**src/rtl/raycast_pkg.sv**
```systemverilog
// Shared constants for the ray direction generator: Q8.8 format, the
// turn-angle ROM geometry, the packed field offsets of one ROM entry, and
// the frame sequencing states.
package raycast_pkg;

   localparam int QW = 16;
   localparam logic signed [QW-1:0] Q_ONE = 16'sd256;

   localparam int NUM_ANGLES = 126;
   localparam int IDX_W      = 7;
   localparam logic [IDX_W-1:0] IDX_LAST = IDX_W'(NUM_ANGLES - 1);

   // One ROM entry: {dirX, dirY, planeX, planeY, invDet}, MSB first.
   localparam int ENTRY_W    = 80;
   localparam int DIRX_LSB   = 64;
   localparam int DIRY_LSB   = 48;
   localparam int PLANEX_LSB = 32;
   localparam int PLANEY_LSB = 16;
   localparam int INVDET_LSB = 0;

   typedef enum logic [2:0] {
      ST_IDLE,
      ST_ADDR,
      ST_WAIT,
      ST_LATCH,
      ST_RUN,
      ST_DONE
   } ray_state_e;

endpackage

```
**src/rtl/q88_mul.sv**
```systemverilog
// Signed Q8.8 x Q8.8 multiply, result truncated back to Q8.8 (product bits [23:8]).
// Latency: combinational.
// Backpressure: none.
// Ports: a_i, b_i signed Q8.8 operands; p_o signed Q8.8 product, wrapping.
module q88_mul
   import raycast_pkg::*;
(
   input  logic signed [QW-1:0] a_i,
   input  logic signed [QW-1:0] b_i,
   output logic signed [QW-1:0] p_o
);

   logic [2*QW-1:0] prod;

   // Sign-extended operands; the low 32 bits of the product are the
   // two's-complement signed product.
   assign prod = {{QW{a_i[QW-1]}}, a_i} * {{QW{b_i[QW-1]}}, b_i};
   assign p_o  = QW'(prod >> 8);

endmodule

```
**src/rtl/ray_dir_gen.sv**
```systemverilog
// Ray direction generator: owns the angle index, reads the turn-angle ROM, streams rayDir per column.
// Latency: frame_start in cycle T -> angle_addr in T+1, first ray_valid in T+4, then 1 ray/cycle.
// Backpressure: ray outputs hold while ray_valid & !ray_ready; a new ray loads when the slot is free.
// Ports: clk/rst (sync, active-high); frame_start, turn_left, turn_right pulses;
//        angle_addr/angle_data ROM read port; ray_valid/ray_ready/ray_col/ray_dir_x/ray_dir_y
//        ray stream; inv_det, angle_idx, busy, frame_done status.
module ray_dir_gen
   import raycast_pkg::*;
#(
   parameter int SCREEN_W = 256
) (
   input  logic                        clk,
   input  logic                        rst,
   input  logic                        frame_start,
   input  logic                        turn_left,
   input  logic                        turn_right,
   output logic [IDX_W-1:0]            angle_addr,
   input  logic [ENTRY_W-1:0]          angle_data,
   output logic                        ray_valid,
   input  logic                        ray_ready,
   output logic [$clog2(SCREEN_W)-1:0] ray_col,
   output logic [QW-1:0]               ray_dir_x,
   output logic [QW-1:0]               ray_dir_y,
   output logic [QW-1:0]               inv_det,
   output logic [IDX_W-1:0]            angle_idx,
   output logic                        busy,
   output logic                        frame_done
);

   localparam int CW  = $clog2(SCREEN_W);
   localparam int CW1 = CW + 1;
   localparam logic signed [QW-1:0] CAM_STEP = QW'(512 / SCREEN_W);
   localparam logic [CW-1:0]        LAST_COL = CW'(SCREEN_W - 1);
   localparam logic [CW:0]          COL_END  = CW1'(SCREEN_W);
   localparam logic [CW:0]          COL_INC  = CW1'(1);

   ray_state_e state_q, state_d;
   logic [IDX_W-1:0] idx_q, idx_d, addr_q, addr_d;
   logic             pend_l_q, pend_l_d, pend_r_q, pend_r_d;
   logic signed [QW-1:0] dirx_q, dirx_d, diry_q, diry_d;
   logic signed [QW-1:0] planex_q, planex_d, planey_q, planey_d;
   logic [QW-1:0]        invdet_q, invdet_d;
   logic signed [QW-1:0] cam_q, cam_d;
   logic [CW:0]          gen_col_q, gen_col_d;   // next column to generate
   logic                 vld_q, vld_d;
   logic [CW-1:0]        col_q, col_d;
   logic [QW-1:0]        rx_q, rx_d, ry_q, ry_d;

   logic                 from_rom, accept, slot_free, load;
   logic signed [QW-1:0] op_dirx, op_diry, op_planex, op_planey, op_cam, px, py;
   logic [CW:0]          op_col;

   // The first ray is built in LATCH straight from the ROM word so it is
   // registered by T+4; later rays use the latched fields.
   assign from_rom  = (state_q == ST_LATCH);
   assign op_dirx   = from_rom ? angle_data[DIRX_LSB +: QW]   : dirx_q;
   assign op_diry   = from_rom ? angle_data[DIRY_LSB +: QW]   : diry_q;
   assign op_planex = from_rom ? angle_data[PLANEX_LSB +: QW] : planex_q;
   assign op_planey = from_rom ? angle_data[PLANEY_LSB +: QW] : planey_q;
   assign op_cam    = from_rom ? -Q_ONE : cam_q;
   assign op_col    = from_rom ? '0 : gen_col_q;

   assign accept    = vld_q & ray_ready;
   assign slot_free = ~vld_q | ray_ready;

   q88_mul u_mul_x (.a_i(op_planex), .b_i(op_cam), .p_o(px));
   q88_mul u_mul_y (.a_i(op_planey), .b_i(op_cam), .p_o(py));

   always_comb begin
      state_d   = state_q;
      idx_d     = idx_q;
      addr_d    = addr_q;
      pend_l_d  = pend_l_q | turn_left;
      pend_r_d  = pend_r_q | turn_right;
      dirx_d    = dirx_q;
      diry_d    = diry_q;
      planex_d  = planex_q;
      planey_d  = planey_q;
      invdet_d  = invdet_q;
      cam_d     = cam_q;
      gen_col_d = gen_col_q;
      vld_d     = vld_q;
      col_d     = col_q;
      rx_d      = rx_q;
      ry_d      = ry_q;
      load      = 1'b0;

      case (state_q)
         ST_IDLE: begin
            if (frame_start) begin
               if (pend_l_q && !pend_r_q) begin
                  idx_d = (idx_q == IDX_LAST) ? '0 : idx_q + 1'b1;
               end else if (pend_r_q && !pend_l_q) begin
                  idx_d = (idx_q == '0) ? IDX_LAST : idx_q - 1'b1;
               end
               // Pending flags consumed; a same-cycle pulse stays for next frame.
               pend_l_d = turn_left;
               pend_r_d = turn_right;
               addr_d   = idx_d;
               state_d  = ST_ADDR;
            end
         end
         ST_ADDR:  state_d = ST_WAIT;
         ST_WAIT:  state_d = ST_LATCH;
         ST_LATCH: begin
            dirx_d   = op_dirx;
            diry_d   = op_diry;
            planex_d = op_planex;
            planey_d = op_planey;
            invdet_d = angle_data[INVDET_LSB +: QW];
            load     = 1'b1;
            state_d  = ST_RUN;
         end
         ST_RUN: begin
            if (accept && col_q == LAST_COL) begin
               vld_d   = 1'b0;
               state_d = ST_DONE;
            end else if (slot_free && gen_col_q != COL_END) begin
               load = 1'b1;
            end
         end
         ST_DONE:  state_d = ST_IDLE;
         default:  state_d = ST_IDLE;
      endcase

      if (load) begin
         vld_d     = 1'b1;
         col_d     = op_col[CW-1:0];
         rx_d      = op_dirx + px;
         ry_d      = op_diry + py;
         cam_d     = op_cam + CAM_STEP;
         gen_col_d = op_col + COL_INC;
      end
   end

   always_ff @(posedge clk) begin
      if (rst) begin
         state_q   <= ST_IDLE;
         idx_q     <= '0;
         addr_q    <= '0;
         pend_l_q  <= 1'b0;
         pend_r_q  <= 1'b0;
         dirx_q    <= '0;
         diry_q    <= '0;
         planex_q  <= '0;
         planey_q  <= '0;
         invdet_q  <= '0;
         cam_q     <= '0;
         gen_col_q <= '0;
         vld_q     <= 1'b0;
         col_q     <= '0;
         rx_q      <= '0;
         ry_q      <= '0;
      end else begin
         state_q   <= state_d;
         idx_q     <= idx_d;
         addr_q    <= addr_d;
         pend_l_q  <= pend_l_d;
         pend_r_q  <= pend_r_d;
         dirx_q    <= dirx_d;
         diry_q    <= diry_d;
         planex_q  <= planex_d;
         planey_q  <= planey_d;
         invdet_q  <= invdet_d;
         cam_q     <= cam_d;
         gen_col_q <= gen_col_d;
         vld_q     <= vld_d;
         col_q     <= col_d;
         rx_q      <= rx_d;
         ry_q      <= ry_d;
      end
   end

   assign angle_addr = addr_q;
   assign ray_valid  = vld_q;
   assign ray_col    = col_q;
   assign ray_dir_x  = rx_q;
   assign ray_dir_y  = ry_q;
   assign inv_det    = invdet_q;
   assign angle_idx  = idx_q;
   assign busy       = (state_q != ST_IDLE);
   assign frame_done = (state_q == ST_DONE);

   // The index wrap logic must never leave the populated ROM range.
   idx_range_a: assert property (@(posedge clk) disable iff (rst) idx_q <= IDX_LAST);

endmodule

```
**config.mk**
```make
export PLATFORM = sky130hd
export DESIGN_NAME = ray_dir_gen
export DESIGN_NICKNAME = d
export VERILOG_FILES = /design/src/rtl/raycast_pkg.sv /design/src/rtl/q88_mul.sv /design/src/rtl/ray_dir_gen.sv
export SDC_FILE = /design/constraint.sdc
export NUM_CORES = 1
export LEC_CHECK = 0
export ABC_CLOCK_PERIOD_IN_PS = 20500
export BUFFER_PORTS_ARGS = -buffer_cell sky130_fd_sc_hd__buf_2
export CORE_MARGIN = 5
export CORE_UTILIZATION = 40
export DETAILED_ROUTE_END_ITERATION = 8
export GPL_ROUTABILITY_DRIVEN = 0
export HOLD_SLACK_MARGIN = 0.02
export PLACE_DENSITY_LB_ADDON = 0.2
export SETUP_SLACK_MARGIN = 0.4
export SYNTH_ARGS = -nofsm -noshare
export SYNTH_HDL_FRONTEND = slang
export SYNTH_SLANG_ARGS = --single-unit
```
**constraint.sdc**
```tcl
create_clock -name clk -period 20.5 [get_ports clk]
set_input_delay 2.05 -clock clk [delete_from_list [all_inputs] [get_ports clk]]
set_output_delay 2.05 -clock clk [all_outputs]
set_load 0.1 [all_outputs]
```
# Yosys cells after proc, flatten, opt, wreduce, memory -nomap -nowiden

Index checks and enable logic that the tools add are counted.

Register bits after elaboration: 158
Input bits: 86
Word-level logic and storage cells: 76
Output and inout bits: 73

Bitwise logic cells: 5
Muxes and demuxes: 23
Equality and inequality tests: 10
Add/subtract/negate cells: 6
Reduce and logical (&&, ||, !) cells: 15
Multiply operators: 2

Operators by type and width:

| operator              | number |
|---|---|
| $mux 16               | 5 |
| $mul 16x16->24        | 2 |
| $add 16x16->16        | 2 |
| $mux 7                | 4 |
| $add 16x3->16 const B | 1 |
| $pmux 3 s5            | 1 |
| $add 9x1->9 const B   | 1 |
| $mux 1                | 9 |
| $mux 9                | 1 |
| $ne 9x9->1 const B    | 1 |
| $eq 8x8->1 const B    | 1 |
| $add 7x1->7 const B   | 1 |
| $eq 7x7->1 const B    | 1 |
| $logic_not 7->1       | 1 |
| $sub 7x1->7 const B   | 1 |
| $eq 3x2->1 const B    | 2 |
| $eq 3x3->1 const B    | 2 |
| $mux 3                | 2 |
| $reduce_bool 2->1     | 3 |
| $logic_and 1x1->1     | 4 |
| $ne 2x2->1 const B    | 2 |
| $reduce_and 2->1      | 2 |
| $eq 3x1->1 const B    | 1 |
| $logic_not 3->1       | 1 |
| 7 further kinds       | 10 |

# Depth between registers and ports, before layout

Gate-level depths: netlist (run 1).

Depth in word-level cells: 8
Mapped depth: 40

# Modules after synthesis

A second synthesis (run 1) with hierarchy kept.

Cell total of the unflattened synthesis: 2798
Area, all modules: 23387.4 sq um

Modules (own cells, without submodules):

| module            | seq. area each (sq um) | cells an instance | times used | area an instance (sq um) |
|---|---|---|---|---|
| ray_dir_gen       | 3163.0                 | 1095              | 1          | 8411.8 |
| q88_mul (u_mul_y) | 0.0                    | 861               | 1          | 7514.7 |
| q88_mul (u_mul_x) | 0.0                    | 842               | 1          | 7460.9 |

# Least setup slack after synthesis (run 1)

OpenSTA, ideal clock, no wires.

Path type: input to register
From: input port angle_data[21]
To: register ry_q[15] (netlist: ray_dir_y[15])
Arrival time: 8.533 ns
Path slack: 11.888 ns
Stages on the path: 28
Data required time: 20.420 ns
Cells stage by stage: mux2i_1 > nor2_1 > fa_1 > inv_1 > fa_1 > inv_1 > fa_1 > fa_1 > fa_1 > inv_1 > fa_1 > inv_1 > ha_1 > a21o_1 > a221o_1 > a21oi_1 > o31ai_4 > a31oi_2 > nand2b_1 > a21oi_1 > xnor2_1 > ha_1 > or3_1 > o21ai_0 > a21oi_1 > xnor2_1 > xnor2_1 > a211oi_2

Cells in the longest elaborated chain, start to end: 3

RTL lines:

| item                   | RTL line           | RTL |
|---|---|---|
| start: declaration     | ray_dir_gen.sv:18  | `input logic [ENTRY_W-1:0] angle_data,` |
| $mux 16                | ray_dir_gen.sv:59  | `assign op_planey = from_rom ? angle_data[PLANEY_LSB +: QW] : planey_q;` |
| $mul 16x16->24         | q88_mul.sv:17      | `assign prod = {{QW{a_i[QW-1]}}, a_i} * {{QW{b_i[QW-1]}}, b_i};` |
| $add 16x16->16         | ray_dir_gen.sv:130 | `ry_d = op_diry + py;` |
| end signal: assignment | ray_dir_gen.sv:170 | `ry_q <= ry_d;` |
| end: declaration       | ray_dir_gen.sv:47  | `logic [QW-1:0] rx_q, rx_d, ry_q, ry_d;` |

No other way between the ends.
A chain may end at the register's enable or synchronous reset.

# Worst setup path after layout (run 1)

From: register state_q[2]
To: register rx_q[15] (netlist: ray_dir_x[15])

Cells in the longest elaborated chain, start to end: 4
Elaborated cells on any way between the ends: 8
Classes of those cells: add/sub (1); mul (1); eq/ne (2); mux (4)

RTL lines:

| item                       | RTL line                             | RTL |
|---|---|---|
| start: declaration         | ray_dir_gen.sv:37                    | `ray_state_e state_q, state_d;` |
| start signal: assignment   | ray_dir_gen.sv:155                   | `state_q <= state_d;` |
| $eq 3x2->1                 | ray_dir_gen.sv:55, ray_dir_gen.sv:88 |  |
| $mux 16 (on tied branches) | ray_dir_gen.sv:58, ray_dir_gen.sv:60 |  |
| $mul 16x16->24             | q88_mul.sv:17                        |  |
| $add 16x16->16             | ray_dir_gen.sv:129                   | `rx_d = op_dirx + px;` |
| end signal: assignment     | ray_dir_gen.sv:169                   | `rx_q <= rx_d;` |
| end: declaration           | ray_dir_gen.sv:47                    |  |

Several ways; a longest one is shown, not always the timed one.

==> impl_metrics.env, run 1 <==
export IMPL_area_growth_pct=8.47
export IMPL_initial_core_util_pct=40.4
export IMPL_syn_area_per_cell_sq_um=8.31
export IMPL_setup_viol=0
export IMPL_min_to="ray_dir_y[5]"
export IMPL_syn_cell_area_sq_mm=0.0228
export IMPL_postRouteAntennaNets=0
export IMPL_grt_max_degree=167
export IMPL_die_y_um=249
export IMPL_worst_pin_slew_ps=1160
export IMPL_r2r_start="state_q[2]"
export IMPL_fin_tns_setup_ps=0
export IMPL_ir_drop_uv=56.7
export IMPL_synth_top_cell_area_share_pct=32.8
export IMPL_syn_inst=2745
export IMPL_vias=18254
export IMPL_ff2ff_setup_slack_ps=11090
export IMPL_ys_seq_elements=158
export IMPL_clock_path_buffers=2
export IMPL_post_route_util_pct=43.9
export IMPL_cts_num_sinks=158
export IMPL_synth_edf_count=0
export IMPL_yosysSeqAreaShare_pct=13.9
export IMPL_num_io_pins=159
export IMPL_path_clk_slew_ps=70
export IMPL_post_cts_resized=0
export IMPL_fin_crit_ps=9410
export IMPL_dieArea_sq_mm=0.0619
export IMPL_power_density_mw_per_mm2=37.3
export IMPL_routedWlPerCell_um=18.0
export IMPL_slew_headroom_pct=22.9
export IMPL_grt_overflow=0
export IMPL_die_w_um=249
export IMPL_hp_start="ray_dir_y[5]"
export IMPL_fin_skew_ps=17.5
export IMPL_cts_root_buf="clkbuf_16"
export IMPL_drive_above_1_share_pct=8.56
export IMPL_max_freq_mhz=106
export IMPL_async_flop_share_pct=0
export IMPL_finalHoldViolations=0
export IMPL_yosysMostFrequentCell="nand2_1"
export IMPL_avgViaCountPerCell=5.13
export IMPL_synth_nets=3383
export IMPL_finalWirelength_um=64000
export IMPL_port_buffers=158
export IMPL_grt_pass1_vias=19068
export IMPL_drt_first_pass_iters=5
export IMPL_maxCapViolations=0
export IMPL_layout_nets=3428
export IMPL_min_path_type="flop to flop"
export IMPL_grt_pass1_wl_um=105000
export IMPL_yosysWarnings=0
export IMPL_cts_hold_buf=0
export IMPL_ys_types=70
export IMPL_synth_common_cells="nand2_1, inv_1, fa_1, nor2_1, ha_1"
export IMPL_max_stage_delay_ps=620
export IMPL_synthTopCellsByArea="fa_1, dfxtp_1, ha_1"
export IMPL_p_leak_nw=12.7
export IMPL_clk_latency_ps=470
export IMPL_r2r_end="ray_dir_x[15]"
export IMPL_critPathMaxFanout=166
export IMPL_cp_end_kind="flop"
export IMPL_post_cts_buffers=0
export IMPL_path_class="flop to flop"
export IMPL_rows=87
export IMPL_fin_hold_ws_ps=452
export IMPL_stdcell_count=3561
export IMPL_yosys_area_top_type="fa_1"
export IMPL_post_route_period_util_pct=45.9
export IMPL_worst_hold_path_num_cells=2
export IMPL_placedCellCount=3527
export IMPL_htree_levels=4
export IMPL_rsz0062_at_grt="false"
export IMPL_cp_arrival_ps=9710
export IMPL_synth_flop_cell="dfxtp_1"
export IMPL_drcViolationCount=0
export IMPL_core_area_sq_mm=0.0564
export IMPL_rr_worst_depth=31
export IMPL_slowest_stage="and2_1"
export IMPL_cts_tree="done"
export IMPL_dp_hpwl_um=50700
export IMPL_outcome="completed"
export IMPL_path_common_cell="fa_1"
export IMPL_required_ps=20810
export IMPL_cts_made_buffers=17
export IMPL_nFillCells=5705
export IMPL_antenna_found_initial=4
export IMPL_startpoint_type="flop"
export IMPL_track_usage_pct=20.9
export IMPL_first_iter_violations=1045
export IMPL_drv_slew=0
## sequential cells by signal, indices dropped and copies added (netlist names)
register and cells:
planex_q 16, dirx_q 16, state_q 3, ray_dir_x 16, ray_valid 1, ray_dir_y 16, angle_addr 7, diry_q 16
gen_col_q 9, pend_r_q 1, planey_q 16, pend_l_q 1, inv_det 16, ray_col 8, cam_q 16
## critical path, delay by kind of cell, from the launching register on
family	cells	cell delay, ps
buf+inv	5	890
flops	1	450
xor+xnor	3	420
simple gates	7	1760
fa+ha+maj	8	3610
compound gates	8	1890
## worst max-delay path by stage
stage	start	to	depth (start not counted)
finish	state_q[2]	ray_dir_x[15]	31
global route	state_q[2]	ray_dir_x[15]	31
CTS	state_q[2]	ray_dir_x[15]	31
detailed placement	angle_data[32]	ray_dir_x[15]	31
global placement	angle_data[32]	ray_dir_x[15]	31
floorplan	angle_data[21]	ray_dir_y[15]	28
## per-stage QoR
step / cell area (sq um) / power (mW) / setup WS (ps)
floorplan: 22800 / 0.509 / 11890
global placement: 24100 / 0.574 / 11180
detailed placement: 24100 / 0.577 / 11080
CTS: 24700 / 0.930 / 11210
global route: 24700 / 0.967 / 10720
finish: 24700 / 0.923 / 11090
## area by class of cell
type	count	area [sq um]	area share (%)
multi-input combinational	1939	17200	69.4
sequential	158	3160	12.8
inverter	491	1840	7.45
timing repair buffer	183	993	4.02
tap	756	946	3.83
clock buffer	18	429	1.74
clock inverter	14	183	0.739
antenna	2	5.00	0.0202
## metal layers
layer / GRT usage [%] / wire (um) / share of wire, %
met5: 0 / 21 / 0.033
met1: 28.9 / 28700 / 45
met3: 3.89 / 4260 / 6.6
met4: 4.95 / 1280 / 2.0
met2: 34.2 / 29800 / 47
## cell usage in the layout, fill, tap and decap left out, types with 31 or more instances in the layout
cell and n:
nand2_1 502, nor2_1 181, xnor2_1 82, ha_1 178
fa_1 374, and3_1 147, a21oi_1 142, dfxtp_1 158
mux2i_1 31, inv_1 490, buf_2 157
## power by group
part           total (mW)  switching, mW  internal [mW]
Clock               0.351          0.156          0.194
Sequential          0.331         0.0154          0.316
Combinational       0.241          0.167         0.0737
## cells by family after synthesis
group	after synthesis	synth area share (%)
AND/OR/NAND/NOR	974	19.2
flip-flops	158	13.9
buffers and inverters	648	10.9
XOR/XNOR	111	4.57
multiplexers	31	1.36
AO/OA/AOI/OAI	271	7.46
adder cells (fa/ha/maj)	552	42.6
No activity file was read; power rests on OpenSTA's default activity.
==> inputs of run 2 (changes only) <==
--- a/config.mk
+++ b/config.mk
@@ -5,7 +5,7 @@
 export SDC_FILE = /design/constraint.sdc
 export NUM_CORES = 1
 export LEC_CHECK = 0
-export ABC_CLOCK_PERIOD_IN_PS = 20500
+export ABC_CLOCK_PERIOD_IN_PS = 9400
 export BUFFER_PORTS_ARGS = -buffer_cell sky130_fd_sc_hd__buf_2
 export CORE_MARGIN = 5
 export CORE_UTILIZATION = 40
==> constraint.sdc (replaced) <==
create_clock -name clk -period 9.4 [get_ports clk]
set_input_delay 0.94 -clock clk [delete_from_list [all_inputs] [get_ports clk]]
set_output_delay 0.94 -clock clk [all_outputs]
set_load 0.1 [all_outputs]
==> impl_metrics.env, run 2 (synthesis gave the netlist of run 1 again) <==
export IMPL_cp_arrival_ps=8840
export IMPL_layout_nets=3449
export IMPL_rows=87
export IMPL_critical_path_top_delay_family="adder cells"
export IMPL_max_stage_delay_ps=630
export IMPL_avgViaCountPerCell=5.12
export IMPL_path_clk_slew_ps=80
export IMPL_path_common_cell="fa_1"
export IMPL_required_ps=9700
export IMPL_finalWirelength_um=64300
export IMPL_grt_pass1_vias=18974
export IMPL_core_area_sq_mm=0.0564
export IMPL_dp_hpwl_um=51000
export IMPL_dpl_cell_area_sq_mm=0.0242
export IMPL_grtUsageMet1_pct=28.5
export IMPL_vias=18346
export IMPL_slew_headroom_pct=25.6
export IMPL_clock_path_buffers=2
export IMPL_ir_drop_uv=133
export IMPL_crit_buf_inv=7
export IMPL_die_y_um=249
export IMPL_track_usage_pct=20.6
export IMPL_startpoint_type="flop"
export IMPL_power_density_mw_per_mm2=81.0
export IMPL_cts_made_buffers=17
export IMPL_grt_overflow=0
export IMPL_stdcell_count=3582
export IMPL_num_io_pins=159
export IMPL_maxCapViolations=0
export IMPL_max_freq_mhz=117
export IMPL_setup_viol=0
export IMPL_cts_root_buf="clkbuf_16"
export IMPL_rsz0062_at_grt="false"
export IMPL_fin_crit_ps=8540
export IMPL_finalHoldViolations=0
export IMPL_die_w_um=249
export IMPL_path_class="flop to flop"
export IMPL_design_area_sq_mm=0.0249
export IMPL_post_route_period_util_pct=90.8
export IMPL_routedWlPerCell_um=17.9
export IMPL_drive_above_1_share_pct=9.42
export IMPL_cts_hold_buf=0
export IMPL_grt_max_degree=131
export IMPL_cts_tree="done"
export IMPL_clk_latency_ps=460
export IMPL_worst_pin_slew_ps=1110
export IMPL_layout_commonest_cell="nand2_1"
export IMPL_fin_skew_ps=14.4
export IMPL_dieArea_sq_mm=0.0619
export IMPL_final_cell_mix="nand2_1, inv_1, fa_1"
export IMPL_cts_num_sinks=158
export IMPL_port_buffers=158
export IMPL_htree_levels=4
export IMPL_p_leak_nw=12.8
export IMPL_drt_first_pass_iters=5
export IMPL_area_growth_pct=9.31
export IMPL_drcViolationCount=0
export IMPL_postRouteAntennaNets=0
export IMPL_placedCellCount=3545
export IMPL_critPathMaxFanout=40
export IMPL_fin_tns_setup_ps=0
export IMPL_min_path_type="flop to flop"
export IMPL_outcome="completed"
export IMPL_slowest_stage="dfxtp_1"
export IMPL_grt_pass1_wl_um=103000
export IMPL_busiest_layer="met2"
export IMPL_antenna_found_initial=4
export IMPL_cp_end_kind="flop"
export IMPL_first_iter_violations=1178
export IMPL_drv_slew=0
export IMPL_use_met3_pct=3.50
export IMPL_nFillCells=5692
export IMPL_initial_core_util_pct=40.4
export IMPL_globalRouteMet2Util_pct=34.0
## run 2: cell types whose count changed in the layout (fill, tap and decap cells not counted), moves of 2 or more
cell        before  now
buf_4           25   43
inv_8            2    7
and2_1          15   13
and2_2           0    2
clkinvlp_4       4    2
dfxtp_1        158  156
dfxtp_2          0    2
## run 2: path summary, 6_finish.rpt
path	startpoint	to	slack, ps	cells after the start
worst max-delay path	state_q[1]	ray_dir_y[15]	860	34
worst min-delay path	ray_dir_y[4]	ray_dir_y[4]	450	2
worst max register to register	state_q[1]	ray_dir_y[15]	860	34
worst min register to register	ray_dir_y[4]	ray_dir_y[4]	450	2
## run 2: cell type report
cell class | count | area (sq um) | area share (%)
Multi-Input combinational cell | 1941 | 17200 | 69.0
Sequential cell | 158 | 3170 | 12.7
Inverter | 491 | 1840 | 7.40
Timing Repair Buffer | 202 | 1150 | 4.61
Tap cell | 756 | 946 | 3.80
Clock buffer | 17 | 425 | 1.71
Clock inverter | 15 | 196 | 0.788
Antenna cell | 2 | 5.00 | 0.0201
## run 2: report_power, final
group	switching [mW]	total (mW)	leakage (nW)	internal [mW]
combinational	0.364	0.529	11.2	0.165
clock	0.357	0.765	0.300	0.408
sequential	0.0351	0.724	1.28	0.689
## run 2: layer usage
layer  vias to the layer above  wire [um]
met3                        74       4030
met1                      9145      28800
met2                       508      29900
li1                       8615          -
met4                         4       1460
met5                         -         25
## run 2: per-stage QoR
stage / hold slack (ps) / setup WS (ps) / total power [mW] / util, %
after floorplan: 444 / 1010 / 1.11 / -
after global placement: 441 / 885 / 1.25 / 43.0
after detailed placement: 446 / 623 / 1.26 / 43.0
after CTS: 456 / 600 / 2.03 / 44.1
after global routing: 473 / 393 / 2.11 / 44.2
final: 453 / 863 / 2.02 / 44.2
## run 2: tightest hold or removal path, cell delays in order, from the launching register on
cell and delay [ps]:
dfxtp_1 310, nand2_1 50, a21oi_1 50
## run 2: timing repair
action                                  in CTS  in global routing
setup buffers                                0                  1
endpoints found under the setup margin       0                  5
gates resized for setup                      0                  6
